[config.mk]
export PLATFORM = sky130hd
export DESIGN_NAME = peak_window_tracker
export DESIGN_NICKNAME = d
export VERILOG_FILES = /design/src/rtl/peak_window_tracker.sv
export SDC_FILE = /design/constraint.sdc
export NUM_CORES = 1
export LEC_CHECK = 0
export ABC_AREA = 0
export BUFFER_PORTS_ARGS = -buffer_cell sky130_fd_sc_hd__buf_2
export CAP_MARGIN = 20
export CORE_UTILIZATION = 35
export CTS_CLUSTER_DIAMETER = 100
export CTS_CLUSTER_SIZE = 10
export DETAILED_ROUTE_END_ITERATION = 10
export PLACE_DENSITY = 0.58
export SYNTH_ARGS = -nofsm -noshare
export SYNTH_HDL_FRONTEND = slang
export SYNTH_SLANG_ARGS = --single-unit
[constraint.sdc]
create_clock -name clk -period 2.8 [get_ports clk]
set_input_delay 0.28 -clock clk [delete_from_list [all_inputs] [get_ports clk]]
set_output_delay 0.28 -clock clk [all_outputs]
set_load 0.005 [all_outputs]
[src/rtl/peak_window_tracker.sv]
// peak_window_tracker
// Tracks the signed maximum and minimum of a sample stream over windows of
// WIN_LEN accepted samples and emits one registered result per window.
// A window can also be closed early with i_flush.
//
// Ports:
//   clk      in   system clock, rising edge
//   rst      in   synchronous reset, active-high (wins over i_valid/i_flush)
//   i_valid  in   i_data accepted on this edge
//   i_data   in   signed WIDTH-bit sample
//   i_flush  in   close the current window early
//   o_max    out  signed maximum of the last closed window
//   o_min    out  signed minimum of the last closed window
//   o_count  out  number of samples in the last closed window
//   o_valid  out  one-cycle strobe when o_max/o_min/o_count update
//   o_busy   out  high while a window is partially filled
module peak_window_tracker #(
  parameter int unsigned WIDTH   = 14,
  parameter int unsigned WIN_LEN = 8,
  parameter int unsigned CNT_W   = 8
) (
  input  logic                    clk,
  input  logic                    rst,
  input  logic                    i_valid,
  input  logic signed [WIDTH-1:0] i_data,
  input  logic                    i_flush,
  output logic signed [WIDTH-1:0] o_max,
  output logic signed [WIDTH-1:0] o_min,
  output logic [CNT_W-1:0]        o_count,
  output logic                    o_valid,
  output logic                    o_busy
);

  localparam logic [CNT_W-1:0] LP_WIN_LEN = CNT_W'(WIN_LEN);
  localparam logic [CNT_W-1:0] LP_ONE     = CNT_W'(1);

  typedef enum logic {
    S_IDLE  = 1'b0,
    S_ACCUM = 1'b1
  } state_t;

  state_t                  r_state;
  logic signed [WIDTH-1:0] r_run_max;
  logic signed [WIDTH-1:0] r_run_min;
  logic [CNT_W-1:0]        r_cnt;
  logic signed [WIDTH-1:0] r_max;
  logic signed [WIDTH-1:0] r_min;
  logic [CNT_W-1:0]        r_count;
  logic                    r_valid;
  logic                    r_busy;

  logic                    w_first;
  logic signed [WIDTH-1:0] w_nxt_max;
  logic signed [WIDTH-1:0] w_nxt_min;
  logic [CNT_W-1:0]        w_nxt_cnt;
  logic                    w_close_on_sample;

  // Extremes and count as they would be after accepting i_data this edge.
  // In IDLE the incoming sample seeds the window on its own.
  always_comb begin
    w_first   = (r_state == S_IDLE);
    w_nxt_max = r_run_max;
    w_nxt_min = r_run_min;
    w_nxt_cnt = r_cnt + LP_ONE;
    if (w_first) begin
      w_nxt_max = i_data;
      w_nxt_min = i_data;
      w_nxt_cnt = LP_ONE;
    end else begin
      if (i_data > r_run_max) w_nxt_max = i_data;
      if (i_data < r_run_min) w_nxt_min = i_data;
    end
    // A flush alongside the WIN_LEN-th sample is still one close.
    w_close_on_sample = i_flush || (w_nxt_cnt == LP_WIN_LEN);
  end

  // Window FSM with registered result and status outputs.
  always_ff @(posedge clk) begin
    if (rst) begin
      r_state   <= S_IDLE;
      r_run_max <= '0;
      r_run_min <= '0;
      r_cnt     <= '0;
      r_max     <= '0;
      r_min     <= '0;
      r_count   <= '0;
      r_valid   <= 1'b0;
      r_busy    <= 1'b0;
    end else begin
      r_valid <= 1'b0;
      if (i_valid) begin
        if (w_close_on_sample) begin
          r_max   <= w_nxt_max;
          r_min   <= w_nxt_min;
          r_count <= w_nxt_cnt;
          r_valid <= 1'b1;
          r_cnt   <= '0;
          r_state <= S_IDLE;
          r_busy  <= 1'b0;
        end else begin
          r_run_max <= w_nxt_max;
          r_run_min <= w_nxt_min;
          r_cnt     <= w_nxt_cnt;
          r_state   <= S_ACCUM;
          r_busy    <= 1'b1;
        end
      end else if (i_flush && (r_state == S_ACCUM)) begin
        // Early close of a partial window with what is already held.
        r_max   <= r_run_max;
        r_min   <= r_run_min;
        r_count <= r_cnt;
        r_valid <= 1'b1;
        r_cnt   <= '0;
        r_state <= S_IDLE;
        r_busy  <= 1'b0;
      end
    end
  end

  assign o_max   = r_max;
  assign o_min   = r_min;
  assign o_count = r_count;
  assign o_valid = r_valid;
  assign o_busy  = r_busy;

endmodule

**Yosys cells after proc, flatten, opt, wreduce, memory -nomap -nowiden**

Cells that the tools add are included.

- Bitwise gates (word level): 1
- Reductions and logical operators: 5
- Order comparisons: 2
- Equal/unequal tests: 2
- $add $sub $neg: 1
- Muxes and demuxes: 23

Operators by type and width:

| operator | number |
|---|---|
| two-way mux 14 bit | 10 |
| two-way mux 8 bit | 7 |
| > comparator 14 bit | 1 |
| less-than comparator 14 bit | 1 |
| adder 8 x 1 -> 8 bit, second input constant | 1 |
| equality test 8 x 4 -> 1 bit, second input constant | 1 |
| two-way mux 1 bit | 6 |
| AND reduction 2 bit | 2 |
| != test 2 x 1 -> 1 bit, second input constant | 1 |
| nonzero test 2 bit | 1 |
| logical AND 1 bit | 1 |
| logical OR 1 bit | 1 |
| inverter 1 bit | 1 |

- Output and inout port bits: 38
- Bits of input ports: 18
- Register bits: 74
- Logic and storage cells: 42

**Longest topological paths before layout**

- Depth after elaboration: 6
- Gate-level depth with buffers: 10
- Gate-level depth less buffers: 9

**Worst setup path after synthesis**

No wires, ideal clock.

- Kind: register to register
- From: reg r_run_min[2]
- To: reg r_min[10] (netlist: o_min[10])
- Data arrival time: 2308 ps
- Cell stages (with the launch flop): 10
- Library setup time: 122 ps
- Path buffers: 1
- Required time: 2678 ps
- Setup slack: 370 ps
- Clock period less this slack: 2430 ps
- Path through: dfxtp_1 inv_1 ha_1 or4_1 o221a_2 nor4_4 nor2_2 buf_6 o311a_1 a221o_1

- Cells in the longest elaborated chain, start to end: 5

RTL lines:

| element | RTL line | RTL |
|---|---|---|
| start, declared | 44 | `logic signed [WIDTH-1:0] r_run_min;` |
| start signal, assigned | 102 | `r_run_min <= w_nxt_min;` |
| less-than comparator 14 bit | 71 | `if (i_data < r_run_min) w_nxt_min = i_data;` |
| two-way mux 14 bit | 71 |  |
| two-way mux 14 bit | 65 | `if (w_first) begin` |
| two-way mux 14 bit | 92 | `if (w_close_on_sample) begin` |
| two-way mux 14 bit | 91 | `if (i_valid) begin` |
| end signal, assigned | 94 | `r_min <= w_nxt_min;` |
| end signal, assigned | 110 | `r_min <= r_run_min;` |
| end, declared | 47 | `logic signed [WIDTH-1:0] r_min;` |

Every way passes these cells. The select of a mux whose other input is x is not followed.
A chain may end at the register's enable or synchronous reset.

**Final worst setup path**

- From: reg r_cnt[1]
- To: reg r_min[8] (netlist: o_min[8])

- Cells in the longest elaborated chain, start to end: 6

RTL lines:

| element | RTL line | RTL |
|---|---|---|
| start, declared | 45 | `logic [CNT_W-1:0] r_cnt;` |
| start signal, assigned | 103 | `r_cnt <= w_nxt_cnt;` |
| adder 8 x 1 -> 8 bit | 64 | `w_nxt_cnt = r_cnt + LP_ONE;` |
| two-way mux 8 bit | 65 |  |
| equality test 8 x 4 -> 1 bit | 74 | `w_close_on_sample = i_flush \|\| (w_nxt_cnt == LP_WIN_LEN);` |
| logical OR 1 bit | 74 |  |
| != test 2 x 1 -> 1 bit (no line) | n/a |  |
| AND reduction 2 bit (no line) | n/a |  |

Every way passes these cells.

==> PnR_summary.wiki <==
{| class="wikitable"
! Metric !! Value
|-
| Run status || complete, no violations
|-
| Clock Pin Slew Worst Setup and Hold Paths || 0.06 ns
|-
| First-pass GRT wire length || 17.0 mm
|-
| Total negative slack || 0 ns
|-
| Count of nets after finishing || 550
|-
| Number of setup buffers added after CTS || 0
|-
| Post-synth top area cell || sky130_fd_sc_hd__dfxtp_1
|-
| Total core area || 11,000 um^2
|-
| TritonCTS clock tree || done
|-
| Power per Cell Area || 587 nW/um^2
|-
| Clock latency on the worst-skew pair || 0.34 ns
|-
| Final period utilization || 0.941
|-
| Number of hold violations in the final report || 0
|-
| Number of maximum-capacitance violations || 0
|-
| Hold Slack || 0.235 ns
|-
| Total number of vias || 3,458
|-
| Worst EP required || 3.08 ns
|-
| Io pins || 56
|-
| Setup repair after global routing missed its margin || no
|-
| Final std cell area, no fill || 4900 um^2
|-
| Cells after synthesis || 434
|-
| Routed wire length per instance || 15.7 um
|-
| Count of unique library cells instantiated by Yosys || 57
|-
| Overall Global Routing Usage || 0.187
|-
| Top cell family by delay on the critical path || simple AND/OR/NAND/NOR gates
|-
| RePlAce Congestion || 0.849
|-
| Total power draw || 2.88 mW
|-
| Area share of fa/ha/maj cells after synthesis || 0.0873
|-
| Peak ir drop on the vdd network || 357 uV
|-
| Post-Synthesis Net Count || 480
|-
| Synthesis Warnings || 0
|-
| Dominant combinational cell family by area after synthesis || compound AO/OA/AOI/OAI gates
|-
| Critical Setup Path Class || reg2reg
|-
| Leak pwr || 2.20 nW
|-
| Maximum frequency from static timing analysis || 0.380 GHz
|-
| Number of core rows || 38
|-
| Congestion Overflow GR || 0
|-
| Main flop type after synthesis || sky130_fd_sc_hd__dfxtp_1
|-
| Detailed Route WL || 10.2 mm
|-
| Layout-stage area growth over the synthesis result || 21.9%
|-
| Starting DRT DRC Count || 144
|-
| Estimated wirelength of the detail-placed design || 7.40 mm
|-
| Final Slew Violations || 0
|-
| Number of DRC violations after detailed routing || 0
|-
| Max Clock Skew || 0.00842 ns
|-
| Placed standard-cell area || 4550 um^2
|-
| Root Buffer || sky130_fd_sc_hd__clkbuf_16
|-
| List of cells traversed by the critical path || ha_1, a211o_1, nor4_1, or3b_4, a21oi_4, nor2_8, nor2_1, a221o_1
|-
| Share of the synthesized area in the top cell type || 0.369
|-
| Count of state elements after synthesis || 74
|-
| Sequential area share after synthesis || 0.369
|-
| Delay of the slowest cell on the worst path || 0.73 ns
|-
| Sort of element at the end of the critical path || register
|-
| Deepest clock path buffer count || 2
|-
| Initial standard-cell utilization of the core || 0.364
|-
| Slowest cell on the critical path || sky130_fd_sc_hd__nor2_1
|-
| Vias in the first global route || 3,377
|-
| Total CTS buffers || 9
|-
| Mapped Avg Cell Area || 9.25 um^2
|-
| Antenna-violating nets left || 0
|-
| Number of setup violations in the final report || 0
|-
| Post-synthesis xor/xnor area fraction || 0.00654
|-
| Buffers on Ports || 55
|-
| Kind of start point of the critical path || register
|-
| Vias per Instance || 5.32
|-
| Worst hold path class || in2reg
|-
| First drt pass iteration count || 4
|-
| Die Area || 11,900 um^2
|-
| Proportion of synthesized flip-flops having asynchronous set or reset || 0
|-
| Number of enable-type register cells in the synthesized netlist || 0
|-
| Top area cells in the synthesized netlist || sky130_fd_sc_hd__dfxtp_1, sky130_fd_sc_hd__mux2i_1, sky130_fd_sc_hd__ha_1
|-
| Chip Width || 109 um
|-
| Slew of the pin with the lowest slew margin || 0.970 ns
|-
| Area fraction in compound gates after synthesis || 0.209
|-
| Crit path arrival time || 2.91 ns
|-
| Final critical path time including I/O delays and setup || 2.63 ns
|-
| Fraction of layout instances using a drive strength above 1 || 0.236
|-
| Share of cell area taken by muxes after synthesis || 0.115
|-
| Crit path buffers/inverters || 0
|-
| TritonCTS sink count || 74
|-
| Die Height || 109 um
|-
| Pin count of the biggest net entering global routing || 46
|-
| Most common library cells after synthesis || sky130_fd_sc_hd__dfxtp_1, sky130_fd_sc_hd__nor2_1, sky130_fd_sc_hd__mux2i_1, sky130_fd_sc_hd__inv_1, sky130_fd_sc_hd__ha_1
|-
| Most frequent cell after synthesis || sky130_fd_sc_hd__dfxtp_1
|-
| Worst slew margin relative to its limit || 0.351
|-
| Antenna violations before repair || 0
|-
| Total standard cell area after synthesis || 4020 um^2
|-
| H-Tree Depth || 3
|-
| Final Core Density || 0.444
|-
| Post-synthesis share of cell area spent on and, or, nand and nor gates || 0.147
|-
| Largest fanout on the critical path || 13
|}
## layer usage
metal	track usage	routed length (um)
met1	0.239	4690
met2	0.306	4840
met3	0.0544	556
met4	0.0473	98
met5	0	0
## timing repair
| item | CTS | global route |
|---|---|---|
| resized for setup | 0 | 1 |
| endpoints found under the setup margin | 0 | 13 |
| hold buffers | 0 | 0 |
## path summary, 6_finish.rpt
check,endpoint,slack (ns),cells after the start,from
hold / removal,r_run_min[4],0.23,3,i_data[4]
setup reg to reg,o_min[8],0.17,8,r_cnt[1]
setup / recovery,o_min[8],0.17,8,r_cnt[1]
hold reg to reg,o_min[11],0.49,1,o_min[11]
## flip-flops by register name (all words and copies together) (netlist names)
signal     count
o_busy         1
o_count        8
o_max         14
o_min         14
o_valid        1
r_cnt          8
r_run_max     14
r_run_min     14
## cells in the final DEF (no fill, tap or decap), types with 2 or more instances in the layout
cell type                   synthesis  routed
sky130_fd_sc_hd__nand2_1           12      12
sky130_fd_sc_hd__a22oi_1            6       6
sky130_fd_sc_hd__clkbuf_16          0       9
sky130_fd_sc_hd__o21ai_0           13      13
sky130_fd_sc_hd__nor3_4             2       2
sky130_fd_sc_hd__nor3_1             2       2
sky130_fd_sc_hd__nor4_1             3       3
sky130_fd_sc_hd__o31ai_1            2       2
sky130_fd_sc_hd__xor2_1             2       2
sky130_fd_sc_hd__bufinv_16          0       3
sky130_fd_sc_hd__dfxtp_1           74      74
sky130_fd_sc_hd__mux2i_1           46      46
sky130_fd_sc_hd__a221o_1           13      13
sky130_fd_sc_hd__nand3_1            9       9
sky130_fd_sc_hd__a21oi_1           17      17
sky130_fd_sc_hd__a211oi_1          22      22
sky130_fd_sc_hd__o311a_2            3       3
sky130_fd_sc_hd__nor2_1            68      68
sky130_fd_sc_hd__buf_2             11      55
sky130_fd_sc_hd__inv_1             32      32
sky130_fd_sc_hd__nand2b_1           5       5
sky130_fd_sc_hd__clkbuf_1           9       2
sky130_fd_sc_hd__o311a_1           10      10
sky130_fd_sc_hd__a32oi_1            2       2
sky130_fd_sc_hd__nand4_1            4       4
sky130_fd_sc_hd__ha_1              28      28
sky130_fd_sc_hd__o21ai_2            3       3
sky130_fd_sc_hd__buf_4              2      31
## layout make-up
type / count / area, um^2
Timing Repair Buffer: 86 / 508
Clock inverter: 5 / 103
Fill cell: 1121 / 6130
Antenna cell: 1 / 2.50
Multi-Input combinational cell: 301 / 2270
Inverter: 32 / 120
Clock buffer: 11 / 233
Tap cell: 140 / 175
Sequential cell: 74 / 1480
## worst reg2reg max path, cell delays in order, from the launching register on
cell,delay (ns)
sky130_fd_sc_hd__dfxtp_1,0.34
sky130_fd_sc_hd__ha_1,0.29
sky130_fd_sc_hd__a211o_1,0.16
sky130_fd_sc_hd__nor4_1,0.04
sky130_fd_sc_hd__or3b_4,0.41
sky130_fd_sc_hd__a21oi_4,0.28
sky130_fd_sc_hd__nor2_8,0.04
sky130_fd_sc_hd__nor2_1,0.73
sky130_fd_sc_hd__a221o_1,0.28
## cells by family (layout without fill, tap and decap cells)
kind of cell | Yosys count | count (layout)
XOR/XNOR | 3 | 3
AND/OR/NAND/NOR | 117 | 117
flip-flops | 74 | 74
adder cells (fa/ha/maj) | 28 | 28
other | 0 | 1
buffers and inverters | 59 | 134
multiplexers | 46 | 46
AO/OA/AOI/OAI | 107 | 107
## report_power, final
group	internal, mW	switching (mW)	total, mW
clock	0.869	0.450	1.32
sequential	1.11	0.0363	1.15
combinational	0.177	0.232	0.409
total	2.16	0.719	2.88
## per-stage QoR
| stage | instances | worst slack, ns |
|---|---|---|
| finish | 650 | 0.166 |
| global route | 649 | 0.00246 |
| CTS | 649 | 0.0638 |
| detailed placement | 633 | 0.0949 |
| global placement | 633 | 0.240 |
| floorplan | 434 | 0.370 |
(Power assumes the default switching activity.)
